### src/rtl/mmio_uart_tx.sv
// mmio_uart_tx: memory-mapped UART transmitter (8N1, LSB first).
// Stores to TXDATA are queued in a small FIFO and serialized on uart_tx.
// STATUS reports busy / fifo_full / fifo_empty / sticky overflow (W1C).
// Optional build macro UART_TX_PARITY_EN adds an even-parity bit (8E1).
module mmio_uart_tx #(
  parameter int          CLK_HZ     = 50_000_000,
  parameter int          BAUD       = 115_200,
  parameter int          FIFO_DEPTH = 16,
  parameter logic [31:0] BASE_ADDR  = 32'h3000_0000
) (
  input  logic        clk,
  input  logic        rst_n,
  input  logic [31:0] bus_addr,
  input  logic [31:0] bus_wdata,
  input  logic        bus_we,
  input  logic        bus_re,
  output logic [31:0] bus_rdata,
  output logic        uart_tx,
  output logic        tx_irq
);

  localparam int DIV = (CLK_HZ + BAUD / 2) / BAUD;
  localparam int CW  = (DIV > 2) ? $clog2(DIV) : 1;
  localparam int AW  = (FIFO_DEPTH > 2) ? $clog2(FIFO_DEPTH) : 1;

  localparam logic [CW-1:0] DIV_M1  = CW'(DIV - 1);
  localparam logic [AW:0]   FULL_CT = (AW + 1)'(FIFO_DEPTH);

  localparam logic [2:0] S_IDLE   = 3'd0;
  localparam logic [2:0] S_START  = 3'd1;
  localparam logic [2:0] S_DATA   = 3'd2;
  localparam logic [2:0] S_STOP   = 3'd3;
`ifdef UART_TX_PARITY_EN
  localparam logic [2:0] S_PARITY = 3'd4;
`endif

  // Address decode
  logic       hit;
  logic [1:0] reg_sel;
  logic       wr_txdata;
  logic       wr_status;
  logic       rd_status;

  assign hit       = (bus_addr[31:4] == BASE_ADDR[31:4]);
  assign reg_sel   = bus_addr[3:2];
  assign wr_txdata = hit & bus_we & (reg_sel == 2'd0);
  assign wr_status = hit & bus_we & (reg_sel == 2'd1);
  assign rd_status = hit & bus_re & (reg_sel == 2'd1);

  // State
  logic [7:0]    mem_q [FIFO_DEPTH];
  logic [AW-1:0] wr_ptr_q, wr_ptr_d;
  logic [AW-1:0] rd_ptr_q, rd_ptr_d;
  logic [AW:0]   count_q, count_d;
  logic          ovf_q, ovf_d;
  logic [2:0]    state_q, state_d;
  logic [CW-1:0] cnt_q, cnt_d;
  logic [2:0]    idx_q, idx_d;
  logic [7:0]    shift_q, shift_d;
  logic          uart_tx_q, uart_tx_d;

  logic fifo_empty;
  logic fifo_full;
  logic busy;
  logic push;
  logic pop;

  assign fifo_empty = (count_q == '0);
  assign fifo_full  = (count_q == FULL_CT);
  assign busy       = (state_q != S_IDLE);

  // A write to a full FIFO is still accepted when the FSM pops on the same edge.
  assign push = wr_txdata & (~fifo_full | pop);

  // Only the low byte of data and word-aligned addresses are meaningful
  logic unused_bits;
  assign unused_bits = ^{bus_wdata[31:8], bus_wdata[2:0], bus_wdata[7:4], bus_addr[1:0]};

  // FIFO pointers, occupancy and sticky overflow flag
  always_comb begin
    wr_ptr_d = wr_ptr_q;
    rd_ptr_d = rd_ptr_q;
    count_d  = count_q;
    ovf_d    = ovf_q;
    if (push) wr_ptr_d = wr_ptr_q + AW'(1);
    if (pop)  rd_ptr_d = rd_ptr_q + AW'(1);
    case ({push, pop})
      2'b10:   count_d = count_q + (AW + 1)'(1);
      2'b01:   count_d = count_q - (AW + 1)'(1);
      default: count_d = count_q;
    endcase
    if (wr_status && bus_wdata[3]) ovf_d = 1'b0;
    // set has priority over a coincident clear
    if (wr_txdata && !push) ovf_d = 1'b1;
  end

  // Transmit FSM: baud counter, bit index and shift register
  always_comb begin
    state_d = state_q;
    cnt_d   = cnt_q;
    idx_d   = idx_q;
    shift_d = shift_q;
    pop     = 1'b0;
    case (state_q)
      S_IDLE: begin
        if (!fifo_empty) begin
          pop     = 1'b1;
          shift_d = mem_q[rd_ptr_q];
          state_d = S_START;
          cnt_d   = DIV_M1;
        end
      end
      S_START, S_DATA, S_STOP
`ifdef UART_TX_PARITY_EN
      , S_PARITY
`endif
      : begin
        if (cnt_q != '0) begin
          cnt_d = cnt_q - CW'(1);
        end else begin
          cnt_d = DIV_M1;
          case (state_q)
            S_START: begin
              state_d = S_DATA;
              idx_d   = 3'd0;
            end
            S_DATA: begin
              if (idx_q == 3'd7) begin
`ifdef UART_TX_PARITY_EN
                state_d = S_PARITY;
`else
                state_d = S_STOP;
`endif
              end else begin
                idx_d = idx_q + 3'd1;
              end
            end
`ifdef UART_TX_PARITY_EN
            S_PARITY: state_d = S_STOP;
`endif
            default: begin
              // end of stop bit: chain straight into the next frame if data is queued
              if (!fifo_empty) begin
                pop     = 1'b1;
                shift_d = mem_q[rd_ptr_q];
                state_d = S_START;
              end else begin
                state_d = S_IDLE;
              end
            end
          endcase
        end
      end
      default: state_d = S_IDLE;
    endcase
  end

  // Line level follows the next state so it is registered yet starts one edge after the store.
  always_comb begin
    uart_tx_d = 1'b1;
    case (state_d)
      S_START: uart_tx_d = 1'b0;
      S_DATA:  uart_tx_d = shift_d[idx_d];
`ifdef UART_TX_PARITY_EN
      S_PARITY: uart_tx_d = ^shift_d;
`endif
      default: uart_tx_d = 1'b1;
    endcase
  end

  // FIFO storage (data only, no reset needed)
  always_ff @(posedge clk) begin
    if (push) mem_q[wr_ptr_q] <= bus_wdata[7:0];
  end

  // Control registers
  always_ff @(posedge clk or negedge rst_n) begin
    if (!rst_n) begin
      wr_ptr_q  <= '0;
      rd_ptr_q  <= '0;
      count_q   <= '0;
      ovf_q     <= 1'b0;
      state_q   <= S_IDLE;
      cnt_q     <= '0;
      idx_q     <= '0;
      shift_q   <= '0;
      uart_tx_q <= 1'b1;
    end else begin
      wr_ptr_q  <= wr_ptr_d;
      rd_ptr_q  <= rd_ptr_d;
      count_q   <= count_d;
      ovf_q     <= ovf_d;
      state_q   <= state_d;
      cnt_q     <= cnt_d;
      idx_q     <= idx_d;
      shift_q   <= shift_d;
      uart_tx_q <= uart_tx_d;
    end
  end

  // Outputs
  always_comb begin
    bus_rdata = '0;
    if (rd_status) bus_rdata = {28'h0, ovf_q, fifo_empty, fifo_full, busy};
  end

  assign uart_tx = uart_tx_q;
  assign tx_irq  = fifo_empty & ~busy;

endmodule

### config.mk
export PLATFORM = sky130hd
export DESIGN_NAME = mmio_uart_tx
export DESIGN_NICKNAME = d
export VERILOG_FILES = /design/src/rtl/mmio_uart_tx.sv
export SDC_FILE = /design/constraint.sdc
export NUM_CORES = 1
export LEC_CHECK = 0
export ABC_CLOCK_PERIOD_IN_PS = 5600
export CELL_PAD_IN_SITES_DETAIL_PLACEMENT = 1
export CELL_PAD_IN_SITES_GLOBAL_PLACEMENT = 1
export CORE_MARGIN = 1
export CORE_UTILIZATION = 33
export CTS_CLUSTER_DIAMETER = 80
export DETAILED_ROUTE_END_ITERATION = 10
export PLACE_DENSITY = 0.67
export SLEW_MARGIN = 25
export SYNTH_ARGS = -nofsm -noshare
export SYNTH_HDL_FRONTEND = slang
export SYNTH_SLANG_ARGS = --single-unit
### constraint.sdc
create_clock -name clk -period 5.6 [get_ports clk]
set_input_delay 1.4 -clock clk [delete_from_list [all_inputs] [get_ports clk]]
set_output_delay 1.4 -clock clk [all_outputs]
set_load 0.1 [all_outputs]
=== Word level (Yosys, flattened, before mapping) ===
Memories as Yosys holds them, arrays and structs flattened.
Index checks and enable logic that the tools add are counted.

* $add $sub $neg: 6
* Order comparisons: 1
* Equal/unequal tests: 12
* Mux-type cells: 30
* Bitwise operators: 10
* Reduce and logical (&&, ||, !) cells: 14

{| class="wikitable"
|+ Operators with widths
! cell !! number
|-
| 28-bit by 26-bit == test with 1-bit output, second input constant || 1
|-
| 8-bit 2-to-1 mux || 3
|-
| 3-bit 2-to-1 mux || 6
|-
| 9-bit 2-to-1 mux || 2
|-
| 3-bit one-hot mux with 2 select lines || 3
|-
| 9-bit one-hot mux with 2 select lines || 1
|-
| 8-bit one-hot mux with 2 select lines || 1
|-
| 5-bit one-hot mux with 2 select lines || 1
|-
| 3-bit by 2-bit == test with 1-bit output, second input constant || 3
|-
| 1-bit 2-to-1 mux || 9
|-
| 9-bit nonzero test || 1
|-
| 9-bit by 1-bit subtractor with 9-bit output, second input constant || 1
|-
| 4-bit by 1-bit adder with 4-bit output, second input constant || 2
|-
| 1-bit AND || 7
|-
| 3-bit by 1-bit == test with 1-bit output, second input constant || 2
|-
| 2-bit nonzero test || 3
|-
| 5-bit by 1-bit adder with 5-bit output, second input constant || 1
|-
| 5-bit == test, second input constant || 1
|-
| 5-bit zero test || 1
|-
| 5-bit by 1-bit subtractor with 5-bit output, second input constant || 1
|-
| 2-bit by 1-bit == test with 1-bit output, second input constant || 2
|-
| 3-bit by 4-bit less-than comparator with 1-bit output, second input constant || 1
|-
| 4-bit 2-to-1 mux || 1
|-
| 1-bit one-hot mux with 2 select lines || 2
|-
| other kinds (15) || 17
|}

* Register bits: 38
* Bits in writable memories: 128
* Bits of input ports: 68
* Memories kept: 1

{| class="wikitable"
|+ Memories
! memory !! words !! bits a word !! read ports !! clocked after memory_dff !! write ports !! RTL line !! RTL
|-
| mem_q || 16 || 8 || 1 || 0 || 1 || 51 || <nowiki>logic [7:0] mem_q [FIFO_DEPTH];</nowiki>
|}

=== Depth between registers and ports, before layout ===
* Word-level depth: 10
* Gate-level depth with buffers: 15
* Gate-level depth less buffers: 15

=== Least setup slack after synthesis ===
Ideal clock, no wire load.

* Kind: input to output
* Start point: in bus_addr[12]
* End point: out bus_rdata[0]
* Data arrival time: 4360 ps
* Data required time: 4200 ps
* Slack: -160 ps
* Stages: 5
* Buffers on the path: 0
* Cell sequence: nor4_1 nand4_1 nor3_1 and3_1 a21boi_0

* Longest elaborated chain between the ends: 4

{| class="wikitable"
|+ Ends and longest elaborated chain
! item !! RTL line !! RTL
|-
| start, declared || 13 || <nowiki>input logic [31:0] bus_addr,</nowiki>
|-
| 28-bit by 26-bit == test with 1-bit output || 44 || <nowiki>assign hit = (bus_addr[31:4] == BASE_ADDR[31:4]);</nowiki>
|-
| 1-bit AND (2 in series) || 48 || <nowiki>assign rd_status = hit & bus_re & (reg_sel == 2'd1);</nowiki>
|-
| 4-bit 2-to-1 mux || 204 || <nowiki>if (rd_status) bus_rdata = {28'h0, ovf_q, fifo_empty, fifo_full, busy};</nowiki>
|-
| end, declared || 17 || <nowiki>output logic [31:0] bus_rdata,</nowiki>
|}

No other way between the ends.

=== Final worst setup path ===
* Start point: in bus_addr[12]
* End point: out bus_rdata[1]

The elaborated chain is that of the path after synthesis.

==> results_tabular.tex <==
\begin{tabular}{lr}
\hline
Metric & Value \\
\hline
\multicolumn{2}{l}{\textbf{Outcome}} \\
Run status & finished, violations left \\
Violated checks & design-rule violations \\
\multicolumn{2}{l}{\textbf{Route}} \\
Detailed-routing wirelength on met1 & 7.524 mm \\
Vias per cell & 5.041 \\
Top routing layer used & met4 \\
Wire length on met3 & 587 um \\
DRC viols & 8 \\
Detailed router's first-iteration violation count & 224 \\
Via count & 4,255 \\
Final WL & 16.95 mm \\
First drt pass iteration count & 7 \\
Remaining antenna violation count & 0 \\
Routed len/inst & 20.08 um \\
WL met2 & 8.686 mm \\
\multicolumn{2}{l}{\textbf{Setup path}} \\
Worst Path Class, Setup & primary input to output pin \\
Reg2reg start & cnt\_q[0] \\
Reg2Reg Capture Point & count\_q[4] \\
Number of cell instances on the worst register-to-register path & 16 \\
Slack of the worst reg-to-reg path & 1.93 ns \\
Req. time, crit path & 4.20 ns \\
Critical path data arrival time & 3.32 ns \\
Largest driver fanout on the critical path & 4 \\
Start point of the critical path & bus\_addr[12] \\
End of the critical path & bus\_rdata[1] \\
Setup crit end kind & output pin \\
Worst setup SP type & primary input \\
\multicolumn{2}{l}{\textbf{Timing}} \\
TNS Setup & 0 ns \\
Worst Skew & 0.01467 ns \\
Headroom to the max-slew limit & 0.3572 \\
Fmax & 211.9 MHz \\
Final setup violation count & 0 \\
Pins Over Slew Limit & 0 \\
Transition time at the pin with the least slew margin & 0.9612 ns \\
Count of endpoints failing hold in the final timing report & 0 \\
Tmin final & 4.719 ns \\
Final worst-path cycle share & 0.8427 \\
Unrepaired setup endpoints after global routing & false \\
\multicolumn{2}{l}{\textbf{Place}} \\
Placed cell area & 8108 um\^{}2 \\
Number of buffers added on ports & 47 \\
Placed wire-length estimate & 11.47 mm \\
Routability cong. & 0.7924 \\
\multicolumn{2}{l}{\textbf{Die}} \\
Die extent in x & 152.1 um \\
Core Region & 21,960 um\^{}2 \\
IO Count & 102 \\
Number of rows created at floorplan & 54 \\
Area of the die & 23,150 um\^{}2 \\
Vertical die dimension & 152.1 um \\
Starting density of the core & 0.3388 \\
\multicolumn{2}{l}{\textbf{Power}} \\
Power spent charging and discharging nets & 1.178 mW \\
Reg power frac & 0.426 \\
Switching power share of the total & 0.3194 \\
Power Dens Cells & 423.7 nW/um\^{}2 \\
Lkg Pwr & 3.118 nW \\
Gate power share & 0.251 \\
IR drop worst, VDD & 229.2 uV \\
Design internal power & 2.510 mW \\
Clock network power share & 0.323 \\
\multicolumn{2}{l}{\textbf{Clocking}} \\
Number of buffers inserted by hold repair at cts & 0 \\
Clock network latency to the later pin of the worst-skew pair & 0.43 ns \\
Number of clock sinks & 166 \\
CTS tree & yes \\
Buffer levels on the longest clock path & 2 \\
Number of H-tree levels & 4 \\
Root buf cell & clkbuf\_16 \\
Num CTS Buffers & 17 \\
Resized Gates After CTS & 0 \\
Clock-pin slew of the registers on the worst-case setup and hold paths & 0.06 ns \\
Number of buffers inserted by post-CTS setup repair & 0 \\
\multicolumn{2}{l}{\textbf{Yosys}} \\
Number of enable-type register cells in the synthesized netlist & 128 \\
Proportion of synthesized chip area in sequential cells & 0.6446 \\
Warnings from Yosys & 0 \\
Async set or reset register ratio after synthesis & 0.2289 \\
Predominant post-synthesis flop cell & edfxtp\_1 \\
Synthesized flop and latch total & 166 \\
Mapped Avg Cell Area & 15.03 um\^{}2 \\
Synthesized area & 7440 um\^{}2 \\
Synth cell types & 59 \\
Gate count after technology mapping & 495 \\
\multicolumn{2}{l}{\textbf{Worst hold path}} \\
Startpoint of the lowest-slack hold path & shift\_q[3] \\
Path class of the lowest-slack min-delay path & flip-flop to flip-flop \\
\multicolumn{2}{l}{\textbf{GRT}} \\
Initial antenna violation count & 0 \\
Via count of the first global-routing pass & 4,603 \\
Total routing usage reported by global routing & 0.1536 \\
Maximum number of pins on one net before global-route repair & 39 \\
Remaining global-route overflow & 0 \\
Wire length of the first global-routing pass & 26.50 mm \\
\multicolumn{2}{l}{\textbf{Cells and area}} \\
Post-route design area & 8706 um\^{}2 \\
Final-stage net count & 632 \\
Synthesis-to-layout area growth & 17.02\% \\
Antenna diode count & 0 \\
Ratio of cells with drive above 1 in the final layout & 0.1436 \\
\multicolumn{2}{l}{\textbf{Job}} \\
MaxCap Viol Count & 0 \\
\hline
\end{tabular}
-- cells in the mapped netlist, types with 2 or more instances --
cell      instances  share of area
buf_4            29          0.029
a21boi_0          3         0.0030
dfrtp_1          37           0.12
nor2b_1           2         0.0017
edfxtp_1        128           0.52
nor2_1           19         0.0096
nor4b_1           2         0.0024
and3_1            8         0.0067
a21o_1            2         0.0020
clkbuf_1          9         0.0045
nor3_1           11         0.0074
xnor2_1          10          0.012
xor2_1            5         0.0059
o221a_1           3         0.0045
mux2_2            4         0.0061
buf_2             3         0.0020
and3b_1           3         0.0035
o221ai_1          8         0.0094
or3_1             6         0.0050
nor3b_1           5         0.0050
o22ai_1           2         0.0017
nor4_1            6         0.0050
mux4_1            2         0.0071
nand3_1           4         0.0027
inv_1            13         0.0066
o211ai_1          3         0.0030
buf_6             2         0.0030
nand4_1           3         0.0025
and2_1           21          0.018
nand2_1          29          0.015
buf_1             2         0.0010
a21oi_1          18          0.012
mux4_2           25          0.076
o21ai_0          12         0.0081
mux2i_1          17          0.023
ha_1             12          0.020
nand2b_1          5         0.0042
-- power groups by stage --
stage               combinational [mW]  clock, mW  sequential, mW
detailed placement               0.935          0            1.60
global placement                 0.904          0            1.59
floorplan                        0.780          0            1.50
CTS                              0.944       1.21            1.57
global route                      1.01       1.25            1.59
finish                           0.926       1.19            1.57
-- how the worst min path moves through the flow --
stage	end	slack (ns)	cells after the start
finish	shift_q[3]	0.49	2
global route	shift_q[1]	0.51	1
CTS	shift_q[3]	0.50	2
detailed placement	shift_q[1]	0.48	1
global placement	shift_q[7]	0.46	2
floorplan	shift_q[7]	0.44	2
-- routing by layer --
layer / global-route usage / up-vias
met1: 0.1946 / 2208
met4: 0.03644 / 0
met3: 0.03356 / 13
li1: - / 1949
met5: 0 / -
met2: 0.2677 / 85
-- stage by stage --
stage / cells / hold slack, ns / total power [mW] / setup WS (ns) / util
after floorplan: 523 / 0.4444 / 2.277 / 0.5695 / -
after global placement: 812 / 0.4596 / 2.498 / 0.9107 / 0.3692
after detailed placement: 812 / 0.4763 / 2.535 / 0.8206 / 0.3692
after CTS: 844 / 0.4995 / 3.727 / 0.8611 / 0.3965
after global routing: 844 / 0.5113 / 3.855 / 0.7126 / 0.3965
final: 844 / 0.4914 / 3.689 / 0.8806 / 0.3965
-- cell families after synthesis --
family                   after synthesis  synth area share
flip-flops                           166            0.6446
adder cells (fa/ha/maj)               13           0.02287
other                                  1         0.0005041
multiplexers                          49            0.1137
XOR/XNOR                              15           0.01766
AND/OR/NAND/NOR                      129           0.09402
buffers and inverters                 59           0.04692
AO/OA/AOI/OAI                         63           0.05970
-- area by class of cell --
| cell class | instances | area, um^2 |
|---|---|---|
| fillers | 2219 | 13250 |
| well taps | 280 | 350.3 |
| flip-flops and latches | 166 | 4797 |
| multi-input cells | 298 | 2400 |
| clock buffers | 18 | 429.2 |
| clock inverters | 14 | 168.9 |
| inverters | 14 | 52.55 |
| repair buffers | 54 | 508.0 |
-- cells in the final DEF (no fill, tap or decap), types with 13 or more instances in the layout --
master             n
a21oi_1           18
and2_1            21
clkbuf_16         17
clkdlybuf4s50_1   42
conb_1            29
dfrtp_1           36
edfxtp_1         128
inv_1             13
mux2i_1           17
mux4_2            25
nand2_1           29
nor2_1            19
-- sequential cells by signal, summed over array words and instances, names as in the netlist --
signal    flops
state_q       3
uart_tx       1
rd_ptr_q      4
ovf_q         1
mem_q       128
shift_q       8
cnt_q         9
idx_q         3
wr_ptr_q      4
count_q       5
-- critical path, cell delays in order --
cell and delay (ns):
clkdlybuf4s50_1 0.41, nor4_1 0.30, nand4_1 0.14, nor3_1 0.25, and3_1 0.29, and3_1 0.22
buf_4 0.30
No activity file was read; power rests on OpenSTA's default activity.
